**src/rtl/lane_unit.sv**
```systemverilog
// lane_unit: one lane combatant; deploys, walks, attacks, dies and respawns.
// Optional health regeneration is enabled by defining UNIT_REGEN_EN.
module lane_unit #(
  parameter int NUM_TYPES     = 4,
  parameter int POS_W         = 9,
  parameter int HP_W          = 8,
  parameter int DMG_W         = 8,
  parameter int BASE_POWER    = 16,
  parameter int MAX_HP        = 255,
  parameter int SPAWN_POS     = 511,
  parameter int END_POS       = 0,
  parameter bit DIR           = 1'b0,
  parameter int ATTACK_PERIOD = 1,
  parameter int DEAD_TICKS    = 10,
  parameter int REGEN_PERIOD  = 8
) (
  input  logic                 clk,
  input  logic                 reset,
  input  logic                 gameTick,
  input  logic                 purchase,
  input  logic [NUM_TYPES-1:0] typeSel,
  input  logic                 moveSCEN,
  input  logic                 damageSCEN,
  input  logic [DMG_W-1:0]     damageIn,
  output logic [POS_W-1:0]     position,
  output logic [DMG_W-1:0]     damageOut,
  output logic [HP_W-1:0]      health,
  output logic                 alive,
  output logic                 dead,
  output logic                 breach
);
  localparam int CW = ATTACK_PERIOD > 1 ? $clog2(ATTACK_PERIOD) : 1;
  localparam int DW = DEAD_TICKS > 1 ? $clog2(DEAD_TICKS) : 1;
  localparam int MW = DMG_W > HP_W ? DMG_W : HP_W;
  typedef enum logic [1:0] {IDLE, DEPLOY, ALIVE, DEAD} state_t;
  state_t               state_q, state_d;
  logic [NUM_TYPES-1:0] type_q, type_d;
  logic [POS_W-1:0]     pos_q, pos_d, pos_mv;
  logic [HP_W-1:0]      hp_q, hp_d, hp_dm, hp_rg;
  logic [DMG_W-1:0]     dmg_q, dmg_d, pow_q, pow_d, pow_sel;
  logic                 brk_q, brk_d, kill;
  logic [CW-1:0]        cd_q, cd_d;
  logic [DW-1:0]        dc_q, dc_d;
  assign kill   = damageSCEN && (MW'(damageIn) >= MW'(hp_q));
  assign hp_dm  = damageSCEN ? hp_q - HP_W'(damageIn) : hp_q;
  assign pos_mv = pos_q == POS_W'(END_POS) ? pos_q : DIR ? pos_q + POS_W'(1) : pos_q - POS_W'(1);
  always_comb begin
    pow_sel = '0;
    for (int k = 0; k < NUM_TYPES; k++)
      if (type_q[k]) pow_sel = pow_sel | DMG_W'(BASE_POWER << k);
  end
`ifdef UNIT_REGEN_EN
  localparam int RW = REGEN_PERIOD > 1 ? $clog2(REGEN_PERIOD) : 1;
  logic [RW-1:0] rg_q, rg_d;
  logic          rg_hit;
  assign rg_hit = rg_q == RW'(REGEN_PERIOD - 1);
  assign hp_rg  = !rg_hit ? hp_dm : hp_dm >= HP_W'(MAX_HP) ? hp_dm : hp_dm + HP_W'(1);
  always_comb begin
    rg_d = rg_q;
    if (state_q == DEPLOY) rg_d = '0;
    else if (state_q == ALIVE && gameTick && !kill) rg_d = rg_hit ? '0 : rg_q + RW'(1);
  end
  always_ff @(posedge clk) rg_q <= reset ? '0 : rg_d;
`else
  assign hp_rg = hp_dm;
`endif
  always_comb begin
    state_d = state_q;
    type_d  = type_q;
    pos_d   = pos_q;
    hp_d    = hp_q;
    dmg_d   = '0;
    brk_d   = 1'b0;
    pow_d   = pow_q;
    cd_d    = cd_q;
    dc_d    = dc_q;
    case (state_q)
      IDLE: if (purchase && $onehot(typeSel)) begin
        type_d  = typeSel;
        state_d = DEPLOY;
      end
      DEPLOY: begin
        hp_d    = HP_W'(MAX_HP);
        pow_d   = pow_sel;
        pos_d   = POS_W'(SPAWN_POS);
        cd_d    = '0;
        dc_d    = '0;
        state_d = ALIVE;
      end
      ALIVE: if (gameTick) begin
        if (kill) begin
          hp_d    = '0;
          state_d = DEAD;
        end else begin
          hp_d = hp_rg;
          if (moveSCEN) begin
            pos_d = pos_mv;
            if (pos_mv == POS_W'(END_POS)) begin
              brk_d   = 1'b1;
              state_d = DEAD;
            end
          end else if (cd_q == '0) begin
            dmg_d = pow_q;
            cd_d  = CW'(ATTACK_PERIOD - 1);
          end else cd_d = cd_q - CW'(1);
        end
      end
      DEAD: if (gameTick) begin
        if (dc_q == DW'(DEAD_TICKS - 1)) begin
          state_d = IDLE;
          pos_d   = POS_W'(SPAWN_POS);
          hp_d    = '0;
          dc_d    = '0;
        end else dc_d = dc_q + DW'(1);
      end
      default: state_d = IDLE;
    endcase
  end
  always_ff @(posedge clk) begin
    if (reset) begin
      state_q <= IDLE;
      type_q  <= '0;
      pos_q   <= POS_W'(SPAWN_POS);
      hp_q    <= '0;
      dmg_q   <= '0;
      brk_q   <= 1'b0;
      pow_q   <= '0;
      cd_q    <= '0;
      dc_q    <= '0;
    end else begin
      state_q <= state_d;
      type_q  <= type_d;
      pos_q   <= pos_d;
      hp_q    <= hp_d;
      dmg_q   <= dmg_d;
      brk_q   <= brk_d;
      pow_q   <= pow_d;
      cd_q    <= cd_d;
      dc_q    <= dc_d;
    end
  end
  assign position  = pos_q;
  assign damageOut = dmg_q;
  assign health    = hp_q;
  assign breach    = brk_q;
  assign alive     = state_q == ALIVE;
  assign dead      = state_q == DEAD;
endmodule

```
**config.mk**
```make
export PLATFORM = sky130hd
export DESIGN_NAME = lane_unit
export DESIGN_NICKNAME = d
export VERILOG_FILES = /design/src/rtl/lane_unit.sv
export SDC_FILE = /design/constraint.sdc
export NUM_CORES = 1
export LEC_CHECK = 0
export BUFFER_PORTS_ARGS = -buffer_cell sky130_fd_sc_hd__buf_2
export CAP_MARGIN = 20
export CELL_PAD_IN_SITES_DETAIL_PLACEMENT = 1
export CELL_PAD_IN_SITES_GLOBAL_PLACEMENT = 2
export CORE_UTILIZATION = 33
export CTS_BUF_LIST = sky130_fd_sc_hd__clkbuf_8
export DETAILED_ROUTE_END_ITERATION = 8
export GPL_ROUTABILITY_DRIVEN = 0
export PLACE_DENSITY = 0.86
export SYNTH_ARGS = -nofsm -noshare
export SYNTH_HDL_FRONTEND = slang
export SYNTH_SLANG_ARGS = --single-unit
```
**constraint.sdc**
```tcl
create_clock -name clk -period 3.2 [get_ports clk]
set_input_delay 0.48 -clock clk [delete_from_list [all_inputs] [get_ports clk]]
set_output_delay 0.48 -clock clk [all_outputs]
set_load 0.05 [all_outputs]
```
==> impl_metrics.toml <==
[status]
status = "finished with violations"
violations = "design-rule violations"

[logic_synthesis]
synth_common_cells = "53 x nor2_1, 36 x dfxtp_1, 30 x inv_1, 18 x a21oi_1, 18 x ha_1"
synth.most_common_cell = "nor2_1"
synthSimpleGateAreaFrac = 0.220
ys_top_cells_by_area = "dfxtp_1 32%, ha_1 10%, nor2_1 8.9%"
ys.flop_type = "dfxtp_1"
synthesis.area_um2 = 2230
synthCells = 276
muxShareOfSynthArea = 0.0365
synthAdderAreaFrac = 0.119
synthXorXnorAreaFrac = 0.0354
ys_async_sr_fraction = 0
yosysTopAreaCellShare = 0.324
synth_top_family_by_area = "simple AND/OR/NAND/NOR gates"
synth_edf_count = 0
yosys.area.top_type = "dfxtp_1"
yosysUniqueCellTypes = 56
seq_area_frac_synth = 0.324
ys_ff_latch = 36
synth_compound_area_frac = 0.191
syn_area_per_cell_um2 = 8.06
ys_warn_count = 0

[sta]
worstMarginPinSlew_ns = 0.643
finalHoldViolations = 0
finClkSkew_ns = 0.00739
finalMaxSlewViolations = 0
max_freq_ghz = 0.379
fin_crit_sh = 0.824
fin_crit_ns = 2.64
fin_setup_tns_ns = 0
slew_headroom = 0.568
setup_ws_ns = 0.564
hold_slack_ns = 0.438
rsz0062_at_grt = "no"
finalSetupViolCount = 0

[clock_network]
clkLatencyLatePin_ns = 0.29
cts_tree = "built"
htree_levels = 2
post-cts-setup-buffer-count = 0
clock_sinks = 36
clk_pin_slew_ns = 0.08
cts_buffer_depth = 2
cts-root-buf = "clkbuf_8"
cts_made_buffers = 5
cts_resized = 0
holdBufCountCts = 0

[die]
die_y_um = 84.1
die_w_um = 84.1
ios = 46
initial_core_util = 0.347
fp-row-count = 29
coreArea_um2 = 6420
dieArea_um2 = 7080

[setup_path]
crit_path_cell_trace = "inv_1, ha_1, or3b_2, nor3_1, a211oi_1, a2111oi_2, o21ai_2, a221oi_2"
crit_start = "position[0]"
worst-setup-path-type = "flip-flop to flip-flop"
cp-start-kind = "flip-flop"
crit_fanout = 9
r2r_start = "position[0]"
cp.required_ns = 3.41
reg2reg_depth = 8
cp.arrival_ns = 2.85
critPathSlowestCell = "a2111oi_2"
critPathMaxStageDelay_ns = 0.51
worst_setup_path_end_kind = "flip-flop"

[cells_and_area]
fin_area_um2 = 2620
fillers = 816
stdcell_count = 399
area_growth_pct = 17.9
drive_gt1_frac = 0.202
layout.nets = 359
fin_util = 0.409
n_antenna_cell = 0

[grt]
grt_pass1_vias = 2125
grt_antenna_before_repair = 0
grt_overflow = 0
grt_max_degree = 31
grt_pass1_wl_um = 9910
track_usage = 0.174

[place]
dpl.cell_count = 391
pre_cts_slack_ns = 0.340
port_buffers = 41
hpwl_um = 4490
placed_area_um2 = 2510

[route]
via_per_inst = 5.11
drt-total-wl_um = 5730
vias = 2040
drc = 6
wl_per_cell_um = 14.3
drt_iter0_markers = 86
ant_nets = 0
firstDrtPassIters = 6

[min_path]
hp-start = "pow_q[4]"
hold_path.class = "flip-flop to flip-flop"
min_delay_path_depth = 2

[pwr]
power_leakage_nw = 1.16
peakVddDrop_mv = 0.304
p_total_mw = 1.84
powerDensity_nw_per_um2 = 700

[run]
maxCapViolCount = 0
-- final timing paths --
kind	slack, ns	end
setup / recovery	0.56	state_q[0]
hold / removal	0.44	damageOut[4]
setup reg to reg	0.56	state_q[0]
hold reg to reg	0.44	damageOut[4]
-- placed cells by master (no fill, tap or decap), types with 5 or more instances in the layout --
| cell type | instances |
|---|---|
| nor3_1 | 13 |
| buf_2 | 41 |
| ha_1 | 18 |
| clkbuf_8 | 5 |
| a21oi_1 | 18 |
| dfxtp_1 | 36 |
| inv_1 | 30 |
| nand2_1 | 8 |
| xnor2_1 | 6 |
| mux2i_1 | 7 |
| o21ai_0 | 16 |
| nor2_1 | 53 |
-- per-layer routing --
layer | wire length, µm | GRT usage
met2 | 2740 | 0.306
met1 | 2750 | 0.218
met5 | 0 | 0
met4 | 65 | 0.0517
met3 | 169 | 0.0324
-- worst max-delay path, delay by kind of cell (launching register included) --
kind | cells | cell delay [ns]
and+or+nand+nor | 2 | 0.76
AOI/OAI and AO/OA | 4 | 1.08
adders and majority gates | 1 | 0.20
buffers and inverters | 1 | 0.11
DFF | 1 | 0.40
-- power by group --
part / internal, mW / total [mW] / switching (mW)
clock network: 0.231 / 0.411 / 0.180
logic: 0.308 / 0.860 / 0.552
registers: 0.512 / 0.566 / 0.0541
total: 1.05 / 1.84 / 0.786
-- sequential cells by signal, indices dropped and copies added, names as in the netlist --
register and count:
state_q 2, dc_q 4, pow_q 4, breach 1
damageOut 4, type_q 4, health 8, position 9
-- cell type report --
cell class | count | area, µm² | area share
clock buffers | 5 | 68.8 | 0.0262
clock inverters | 3 | 42.5 | 0.0162
well taps | 77 | 96.3 | 0.0367
multi-input cells | 204 | 1360 | 0.516
inverters | 30 | 113 | 0.0429
repair buffers | 44 | 228 | 0.0868
flip-flops and latches | 36 | 721 | 0.275
-- kinds of logic (layout without fill, tap and decap cells) --
logic type / after synthesis / count (layout)
and+or+nand+nor: 101 / 101
AOI/OAI and AO/OA: 62 / 62
buffers and inverters: 39 / 82
DFF: 36 / 36
adders and majority gates: 20 / 20
xor gates and xnor gates: 9 / 9
muxes: 8 / 8
other: 1 / 4
No activity file was read; power rests on OpenSTA's default activity.
